## config.mk

```make
export PLATFORM = sky130hd
export DESIGN_NAME = uart_rx
export DESIGN_NICKNAME = d
export VERILOG_FILES = /design/src/rtl/uart_pkg.sv /design/src/rtl/uart_sync2.sv /design/src/rtl/uart_rx.sv
export SDC_FILE = /design/constraint.sdc
export NUM_CORES = 1
export LEC_CHECK = 0
export CAP_MARGIN = 10
export CORE_UTILIZATION = 48
export CTS_BUF_LIST = sky130_fd_sc_hd__clkbuf_8
export CTS_CLUSTER_SIZE = 10
export DETAILED_ROUTE_END_ITERATION = 8
export HOLD_SLACK_MARGIN = 0.08
export PLACE_DENSITY = 0.65
export SYNTH_ARGS = -nofsm -noshare
export SYNTH_HDL_FRONTEND = slang
export SYNTH_SLANG_ARGS = --single-unit
```

## constraint.sdc

```tcl
create_clock -name clk -period 5.2 [get_ports clk]
set_input_delay 1.04 -clock clk [delete_from_list [all_inputs] [get_ports clk]]
set_output_delay 1.04 -clock clk [all_outputs]
set_load 0.005 [all_outputs]
```

## src/rtl/uart_pkg.sv

```systemverilog
// Shared UART definitions: bit-period table, FSM state encoding, counter width.
package uart_pkg;

  localparam int UART_BAUD_W = 11;

  typedef enum logic [1:0] {
    IDLE  = 2'd0,
    START = 2'd1,
    DATA  = 2'd2,
    STOP  = 2'd3
  } uart_state_e;

  // Select-to-cycles-per-bit table, common to transmitter and receiver.
  function automatic logic [15:0] cycles_per_bit(input logic [2:0] sel);
    logic [15:0] n;
    case (sel)
      3'b000:  n = 16'd1042;
      3'b001:  n = 16'd695;
      3'b010:  n = 16'd521;
      3'b011:  n = 16'd261;
      3'b100:  n = 16'd174;
      3'b101:  n = 16'd87;
      3'b110:  n = 16'd79;
      default: n = 16'd39;
    endcase
    return n;
  endfunction

endpackage

```

## src/rtl/uart_sync2.sv

```systemverilog
// Two-flop synchronizer for the serial line; resets to 1 so the line reads idle.
module uart_sync2 (
  input  logic clk,
  input  logic rst,
  input  logic d_i,
  output logic q_o
);

  logic meta_q;
  logic sync_q;

  // Two-stage capture of the asynchronous input.
  always_ff @(posedge clk) begin
    if (!rst) begin
      meta_q <= 1'b1;
      sync_q <= 1'b1;
    end else begin
      meta_q <= d_i;
      sync_q <= meta_q;
    end
  end

  assign q_o = sync_q;

endmodule

```

## src/rtl/uart_rx.sv

```systemverilog
// UART receiver: 8N1, centre-sampled, bit period chosen by baud_rate_select.
module uart_rx
  import uart_pkg::*;
#(
  parameter int BAUD_W = UART_BAUD_W
) (
  input  logic       clk,
  input  logic       rst,
  input  logic [2:0] baud_rate_select,
  input  logic       Rx_Serial,
  output logic       Rx_Active,
  output logic [7:0] Rx_Byte,
  output logic       Rx_Done,
  output logic       Framing_Error
);

  localparam logic [BAUD_W-1:0] ONE = BAUD_W'(1);

  logic              rx_s;
  uart_state_e       state_q, state_d;
  logic              armed_q, armed_d;
  logic [BAUD_W-1:0] cnt_q, cnt_d;
  logic [BAUD_W-1:0] n_q, n_d;
  logic [2:0]        bit_q, bit_d;
  logic [7:0]        shift_q, shift_d;
  logic [7:0]        byte_q, byte_d;
  logic              done_q, done_d;
  logic              ferr_q, ferr_d;
  logic [BAUD_W-1:0] half;

  uart_sync2 u_sync (
    .clk (clk),
    .rst (rst),
    .d_i (Rx_Serial),
    .q_o (rx_s)
  );

  // Start bit is sampled half a bit period after the falling edge.
  assign half = n_q >> 1;

  // State and datapath registers; reset discards any partial frame.
  always_ff @(posedge clk) begin
    if (!rst) begin
      state_q <= IDLE;
      armed_q <= 1'b0;
      cnt_q   <= '0;
      n_q     <= '0;
      bit_q   <= '0;
      shift_q <= '0;
      byte_q  <= '0;
      done_q  <= 1'b0;
      ferr_q  <= 1'b0;
    end else begin
      state_q <= state_d;
      armed_q <= armed_d;
      cnt_q   <= cnt_d;
      n_q     <= n_d;
      bit_q   <= bit_d;
      shift_q <= shift_d;
      byte_q  <= byte_d;
      done_q  <= done_d;
      ferr_q  <= ferr_d;
    end
  end

  // Next-state logic: detect start, centre-sample each bit, check stop.
  always_comb begin
    state_d = state_q;
    armed_d = armed_q;
    cnt_d   = cnt_q;
    n_d     = n_q;
    bit_d   = bit_q;
    shift_d = shift_q;
    byte_d  = byte_q;
    done_d  = 1'b0;
    ferr_d  = 1'b0;
    case (state_q)
      IDLE: begin
        // Arming requires having seen the line high, so a stuck-low
        // line after a framing error cannot retrigger.
        armed_d = armed_q | rx_s;
        if (armed_q && !rx_s) begin
          cnt_d   = '0;
          n_d     = BAUD_W'(cycles_per_bit(baud_rate_select));
          state_d = START;
        end
      end
      START: begin
        if (cnt_q == half - ONE) begin
          cnt_d = '0;
          if (rx_s) begin
            state_d = IDLE;
          end else begin
            bit_d   = '0;
            state_d = DATA;
          end
        end else begin
          cnt_d = cnt_q + ONE;
        end
      end
      DATA: begin
        if (cnt_q == n_q - ONE) begin
          cnt_d          = '0;
          shift_d[bit_q] = rx_s;
          if (bit_q == 3'd7) state_d = STOP;
          else               bit_d   = bit_q + 3'd1;
        end else begin
          cnt_d = cnt_q + ONE;
        end
      end
      STOP: begin
        if (cnt_q == n_q - ONE) begin
          cnt_d   = '0;
          state_d = IDLE;
          armed_d = 1'b0;
          if (rx_s) begin
            byte_d = shift_q;
            done_d = 1'b1;
          end else begin
            ferr_d = 1'b1;
          end
        end else begin
          cnt_d = cnt_q + ONE;
        end
      end
      default: state_d = IDLE;
    endcase
  end

  assign Rx_Active     = (state_q != IDLE);
  assign Rx_Byte       = byte_q;
  assign Rx_Done       = done_q;
  assign Framing_Error = ferr_q;

endmodule
```

==> results of run 1 <==
==> Yosys cell counts, drive strengths merged, types with 2 or more instances <==
master  count  share of area, %
dfxtp      48                34
nand2      44               5.8
nor2       26               3.4
clkbuf     20               2.6
mux2i      20               7.0
nor2b      20               4.4
xnor2      20               6.1
nand3      14               2.4
a21oi      12               2.1
xor2       11               3.4
nor3        9               2.0
nor4        9               2.2
inv         8               1.0
buf         7               1.9
o221ai      7               2.1
a31oi       6               1.3
and2        6               1.3
nand2b      6               1.3
ha          5               2.2
o21ai       5              0.87
and3        4              0.87
o211a       3               1.0
o311a       3               1.0
or4         3               1.0
a211oi      2              0.52
a311oi      2              0.61
a31o        2              0.61
a32o        2              0.70
nand4       2              0.44
nor3b       2              0.52
o31ai       2              0.52
or3         2              0.44
or4b        2              0.83
==> per-stage QoR <==
stage          power, mW  utilization [%]  worst slack, ns  instance area (um2)  std cells
6_report           0.805             55.6             1.81                 3120        416
5_1_grt            0.841             55.6             1.69                 3120        416
4_1_cts            0.813             55.6             1.86                 3120        416
3_5_place_dp       0.527             53.4             1.88                 3000        408
3_3_place_gp       0.526             53.4             1.97                 3000        408
2_1_floorplan      0.495                -             2.24                 2860        345
==> flip-flops by register name (all words and copies together), names as in the netlist, named ones only <==
name	count
Framing_Error	1
armed_q	1
Rx_Byte	8
u_sync.q_o	1
u_sync.meta_q	1
cnt_q	11
shift_q	8
state_q	1
n_q	11
bit_q	3
Rx_Done	1
==> final timing paths <==
check,cells after the start,endpoint,start,slack (ns)
max reg2reg,9,bit_q[2]$_SDFFE_PN0P_,n_q[1]$_SDFFE_PN0P_,1.81
max,9,bit_q[2]$_SDFFE_PN0P_,n_q[1]$_SDFFE_PN0P_,1.81
min reg2reg,1,u_sync.q_o$_SDFF_PN1_,u_sync.meta_q$_SDFF_PN1_,0.42
min,1,u_sync.q_o$_SDFF_PN1_,u_sync.meta_q$_SDFF_PN1_,0.42
==> power by group <==
part | internal [mW] | leakage, nW | switching (mW)
Clock | 0.157 | 0.0614 | 0.128
Combinational | 0.0558 | 0.780 | 0.0719
Sequential | 0.376 | 0.388 | 0.0160
Total | 0.589 | 1.23 | 0.216
==> cell type report <==
class	instances	share of cell area (%)
Timing Repair Buffer	18	5.62
Clock inverter	2	1.24
Sequential cell	48	30.8
Multi-Input combinational cell	262	55.8
Clock buffer	6	2.65
Tap cell	72	2.89
Inverter	8	0.963
==> per-layer routing <==
layer | GRT usage, % | share of wire, % | vias up
li1 | - | - | 1208
met1 | 28.1 | 49 | 1163
met2 | 32.9 | 45 | 50
met3 | 3.68 | 4.8 | 5
met4 | 5.27 | 0.51 | 0
met5 | 0 | 0 | -
==> layout by cell type (no fill, tap or decap), types with 4 or more instances in the layout <==
| cell | n |
|---|---|
| a21oi_1 | 12 |
| a31oi_1 | 6 |
| and2_1 | 6 |
| and3_1 | 4 |
| clkbuf_8 | 6 |
| clkdlybuf4s50_1 | 16 |
| dfxtp_1 | 48 |
| ha_1 | 5 |
| inv_1 | 8 |
| mux2i_1 | 20 |
| nand2_1 | 44 |
| nand2b_1 | 6 |
| nand3_1 | 14 |
| nor2_1 | 26 |
| nor2b_1 | 20 |
| nor3_1 | 8 |
| nor4_1 | 8 |
| o21ai_0 | 5 |
| o221ai_1 | 7 |
| xnor2_1 | 20 |
| xor2_1 | 11 |
==> logic make-up (layout without fill, tap and decap cells) <==
kind of cell / after synthesis / in the layout / share of synthesized area (%)
AO/OA/AOI/OAI: 53 / 53 / 13.6
buffers and inverters: 35 / 34 / 5.60
adder cells (fa/ha/maj): 5 / 5 / 2.19
multiplexers: 20 / 20 / 7.00
AND/OR/NAND/NOR: 153 / 153 / 28.6
XOR/XNOR: 31 / 31 / 9.49
flip-flops: 48 / 48 / 33.6
==> results.sh, run 1 <==
export IMPL_status="completed"
export IMPL_fin_crit_ns=3.39
export IMPL_slew_limit_headroom_pct=51.0
export IMPL_wl_per_cell_um=15.0
export IMPL_rsz0062_at_grt="false"
export IMPL_worstSetupPathType="flip-flop to flip-flop"
export IMPL_synth_edf_count=0
export IMPL_insertion_delay_ns=0.30
export IMPL_antenna_found_initial=0
export IMPL_arrival_ns=3.61
export IMPL_routabilityCongestion=0.835
export IMPL_crit_buf_inv=1
export IMPL_end_kind="flip-flop"
export IMPL_n_antenna_cell=0
export IMPL_fin_hold_ws_ns=0.424
export IMPL_ys_ff_latch=48
export IMPL_cts_sinks=48
export IMPL_finClkSkew_ns=0.00806
export IMPL_io_buffer_count=16
export IMPL_area_delta_synth_final_pct=8.97
export IMPL_max_cap_violations=0
export IMPL_cts_resized=0
export IMPL_drv_slew=0
export IMPL_fp_row_count=27
export IMPL_regArea_um2=961
export IMPL_overflow=0
export IMPL_drive_gt1_share_pct=5.81
export IMPL_grt_pass1_wl_um=10100
export IMPL_crit_slowest_cell="a221oi_1"
export IMPL_finalHoldViolCount=0
export IMPL_hp_class="flip-flop to flip-flop"
export IMPL_setup_viol=0
export IMPL_async_reset_ff_share_pct=0
export IMPL_num_vias=2426
export IMPL_multiInputGateArea_um2=1740
export IMPL_grt_max_degree=38
export IMPL_postCtsSetupBuffers=0
export IMPL_drt_iter0_drc=134
export IMPL_cts_buffers=5
export IMPL_root_buffer="clkbuf_8"
export IMPL_irDropWorstVdd_v=0.000157
export IMPL_num_nets_final=354
export IMPL_firstDrtPassIters=4
export IMPL_drt_wl_total_um=6230
export IMPL_yosys_warnings=0
export IMPL_p_leak_nw=1.23
export IMPL_ant_nets=0
export IMPL_ys_types=51
export IMPL_htree_levels=2
export IMPL_slowest_delay_ns=0.63
export IMPL_fin_setup_tns_ns=0
export IMPL_io_pins=17
export IMPL_syn_inst=345
export IMPL_core_area_um2=5610
export IMPL_cp_max_fo=9
export IMPL_cts_max_path_buffers=2
export IMPL_cts_hold_buffers=0
export IMPL_powerDensity_nw_per_um2=258
export IMPL_syn_area_um2=2860
export IMPL_grt_usage_pct=20.5
export IMPL_clkTransAtPathRegs_ns=0.09
export IMPL_start_util_pct=51.0
export IMPL_period_share_pct=65.2
export IMPL_tritoncts="done"
export IMPL_die_w_um=79.2
export IMPL_die_h_um=79.2
export IMPL_synth_area_per_cell_um2=8.29
export IMPL_start_kind="flip-flop"
export IMPL_synthFlopType="dfxtp_1"
export IMPL_die_area_um2=6270
export IMPL_syn_nets=356
export IMPL_route_detailed_drc=0
export IMPL_yosysSeqAreaShare_pct=33.6
export IMPL_vias_per_cell=5.83
export IMPL_tightest_slew_ns=0.735
export IMPL_required_ns=5.42
export IMPL_fmax_ghz=0.295
export IMPL_grt_pass1_vias=2152
export IMPL_crit_path_cell_trace="inv_1 -> ha_1 -> nor4b_4 -> xnor2_1 -> or4_4 -> nor4_1 -> nand3_1 -> a221oi_1 -> mux2i_1"
export IMPL_fill_cells=558
export IMPL_dp_hpwl_um=4470
export IMPL_crit_family="simple AND/OR/NAND/NOR gates"
Note: power is estimated with default switching activity, not from simulation.
==> inputs of run 2 (changes only) <==
--- a/config.mk
+++ b/config.mk
@@ -11,7 +11,7 @@
 export CTS_CLUSTER_SIZE = 10
 export DETAILED_ROUTE_END_ITERATION = 8
 export HOLD_SLACK_MARGIN = 0.08
-export PLACE_DENSITY = 0.65
+export PLACE_DENSITY = 0.67
 export SYNTH_ARGS = -nofsm -noshare
 export SYNTH_HDL_FRONTEND = slang
 export SYNTH_SLANG_ARGS = --single-unit
==> constraint.sdc (replaced) <==
create_clock -name clk -period 3.1 [get_ports clk]
set_input_delay 0.62 -clock clk [delete_from_list [all_inputs] [get_ports clk]]
set_output_delay 0.62 -clock clk [all_outputs]
set_load 0.005 [all_outputs]
==> run 2 against run 1 <==
Against the previous run:
- sequential power up 67%
- cell count up 1.9%
- first-iteration DRC count down 4.5%
- clock power up 69%
- non-clock buffer count up 8
- via count down 1.9%
- combinational power up 73%
- critical endpoint is now shift_q[3]$_SDFFE_PN0P_
- largest cell class unchanged
- largest power group unchanged
==> results.sh, run 2 (synthesis gave the netlist of run 1 again) <==
export IMPL_multiInputGateArea_um2=1740
export IMPL_irDropWorstVdd_v=0.000379
export IMPL_start_kind="flip-flop"
export IMPL_drt_wl_total_um=5990
export IMPL_power_switching_uw=366
export IMPL_cts_sinks=48
export IMPL_worstSetupPathType="flip-flop to flip-flop"
export IMPL_postCtsSetupBuffers=0
export IMPL_hp_class="flip-flop to flip-flop"
export IMPL_cts_max_path_buffers=2
export IMPL_ant_nets=0
export IMPL_n_antenna_cell=0
export IMPL_intPower_uw=992
export IMPL_overflow=0
export IMPL_reg2reg_from="n_q[2]$_SDFFE_PN0P_"
export IMPL_numPlacedInstances=416
export IMPL_regArea_um2=963
export IMPL_fin_crit_ns=2.93
export IMPL_cp_max_fo=8
export IMPL_die_h_um=79.2
export IMPL_hold_depth=1
export IMPL_reg_top3="cnt_q x11, n_q x11"
export IMPL_fp_row_count=27
export IMPL_insertion_delay_ns=0.31
export IMPL_cts_hold_buffers=0
export IMPL_num_vias=2380
export IMPL_num_nets_final=362
export IMPL_power_frac_clock_pct=35.5
export IMPL_antenna_found_initial=0
export IMPL_routabilityCongestion=0.818
export IMPL_dr_wl_met3_um=305
export IMPL_r2r_cells=10
export IMPL_drv_slew=0
export IMPL_die_w_um=79.2
export IMPL_final_area_um2=3180
export IMPL_pwr_share_seq_pct=48.3
export IMPL_grt_usage_pct=21.3
export IMPL_swShare_pct=27.0
export IMPL_grt_max_degree=30
export IMPL_min_to="u_sync.q_o$_SDFF_PN1_"
export IMPL_cts_buffers=5
export IMPL_vias_per_cell=5.61
export IMPL_finClkSkew_ns=0.00542
export IMPL_required_ns=3.29
export IMPL_tightest_slew_ns=0.625
export IMPL_rsz0062_at_grt="false"
export IMPL_met1_length_um=2950
export IMPL_status="completed"
export IMPL_finalHoldViolCount=0
export IMPL_setup_viol=0
export IMPL_io_pins=17
export IMPL_drt_iter0_drc=128
export IMPL_grt_pass1_wl_um=10500
export IMPL_grt_pass1_vias=2159
export IMPL_root_buffer="clkbuf_8"
export IMPL_die_area_um2=6270
export IMPL_end_kind="flip-flop"
export IMPL_slew_limit_headroom_pct=58.1
export IMPL_tritoncts="done"
export IMPL_dp_hpwl_um=4420
export IMPL_fill_cells=555
export IMPL_io_buffer_count=16
export IMPL_r2r_slack_ns=0.17
export IMPL_worst_r2r_endpoint="shift_q[3]$_SDFFE_PN0P_"
export IMPL_min_from="u_sync.meta_q$_SDFF_PN1_"
export IMPL_period_share_pct=94.5
export IMPL_clkTransAtPathRegs_ns=0.09
export IMPL_start_util_pct=51.0
export IMPL_wl_per_cell_um=14.1
export IMPL_route_detailed_drc=0
export IMPL_dr_wl_met2_um=2670
export IMPL_final_cell_mix="dfxtp_1 (46), nand2_1 (44), nor2_1 (26)"
export IMPL_area_delta_synth_final_pct=11.3
export IMPL_dpl_instance_area_um2=3060
export IMPL_crit_path_cell_trace="inv_1 -> ha_1 -> buf_4 -> nand2b_1 -> xnor2_1 -> or4_4 -> or4_4 -> nor4_2 -> nand3_1 -> mux2i_1"
export IMPL_p_leak_nw=1.27
export IMPL_core_area_um2=5610
export IMPL_slowest_delay_ns=0.58
export IMPL_top_layer="met4"
export IMPL_powerDensity_nw_per_um2=427
export IMPL_cpMostUsedCell="or4_4"
export IMPL_arrival_ns=3.12
export IMPL_layout_commonest_cell="dfxtp_1"
export IMPL_fin_setup_tns_ns=0
export IMPL_drive_gt1_share_pct=8.81
export IMPL_power_frac_comb_pct=16.2
export IMPL_max_cap_violations=0
export IMPL_firstDrtPassIters=4
export IMPL_htree_levels=2
export IMPL_fmax_ghz=0.341
export IMPL_finalNonFillerCells=424
export IMPL_crit_slowest_cell="or4_4"
run 2: cell types whose count changed in the layout (fill, tap and decap cells not counted), sizes merged:
| cell | delta |
|---|---|
| buf | +8 |
run 2: timing repair:
| item | in CTS | in global routing |
|---|---|---|
| endpoints found under the hold margin | 0 | 0 |
| endpoints found under the setup margin | 0 | 10 |
| gates resized for setup | 0 | 3 |
run 2: cell type report:
type | instances | share of cell area (%)
clock buffer | 6 | 2.59
clock inverter | 2 | 1.22
inverter | 8 | 0.943
multi-input combinational | 262 | 54.8
sequential | 48 | 30.3
tap | 72 | 2.83
timing repair buffer | 26 | 7.39
run 2: layer usage:
layer,track usage [%],up-vias
met5,0,-
met1,30.0,1111
met4,7.09,0
li1,-,1217
met3,3.45,6
met2,32.6,46
run 2: worst max-delay path by stage:
stage,from,end,slack (ns),cells past startpoint
floorplan,n_q[1]$_SDFFE_PN0P_,Rx_Byte[0]$_SDFFE_PN0P_,0.14,11
global placement,n_q[1]$_SDFFE_PN0P_,shift_q[3]$_SDFFE_PN0P_,0.18,10
detailed placement,n_q[1]$_SDFFE_PN0P_,shift_q[6]$_SDFFE_PN0P_,0.10,10
CTS,n_q[1]$_SDFFE_PN0P_,shift_q[6]$_SDFFE_PN0P_,0.1,10
global route,n_q[2]$_SDFFE_PN0P_,shift_q[3]$_SDFFE_PN0P_,0.006,10
finish,n_q[2]$_SDFFE_PN0P_,shift_q[3]$_SDFFE_PN0P_,0.17,10
run 2: power groups by stage:
stage                     logic [mW]  registers, mW  clock network [mW]
after global placement         0.218          0.670                   0
after global routing           0.246          0.661               0.515
after floorplan                0.170          0.660                   0
after detailed placement       0.219          0.670                   0
after CTS                      0.220          0.656               0.496
final                          0.221          0.656               0.482
run 2: worst max-delay path: cells and delay by family (launching register included):
family	cells	cell delay, ns
AND/OR/NAND/NOR	5	1.75
flip-flops	1	0.40
multiplexers	1	0.14
buffers and inverters	2	0.26
XOR/XNOR	1	0.07
adder cells (fa/ha/maj)	1	0.21
run 2: through the flow:
step / hold WS (ns) / total power [mW] / utilization, % / setup WS (ns)
floorplan: 0.386 / 0.830 / - / 0.136
global placement: 0.404 / 0.888 / 54.5 / 0.180
detailed placement: 0.397 / 0.889 / 54.5 / 0.104
CTS: 0.431 / 1.37 / 56.6 / 0.0960
global route: 0.451 / 1.42 / 56.8 / 0.00616
finish: 0.427 / 1.36 / 56.8 / 0.171
==> inputs of run 3 (changes only) <==
--- a/config.mk
+++ b/config.mk
@@ -10,7 +10,7 @@
 export CTS_BUF_LIST = sky130_fd_sc_hd__clkbuf_8
 export CTS_CLUSTER_SIZE = 10
 export DETAILED_ROUTE_END_ITERATION = 8
-export HOLD_SLACK_MARGIN = 0.08
+export HOLD_SLACK_MARGIN = 0.12
 export PLACE_DENSITY = 0.67
 export SYNTH_ARGS = -nofsm -noshare
 export SYNTH_HDL_FRONTEND = slang
==> results of run 3 <==
Final layout, timing and power as in run 2 (identical DEF).
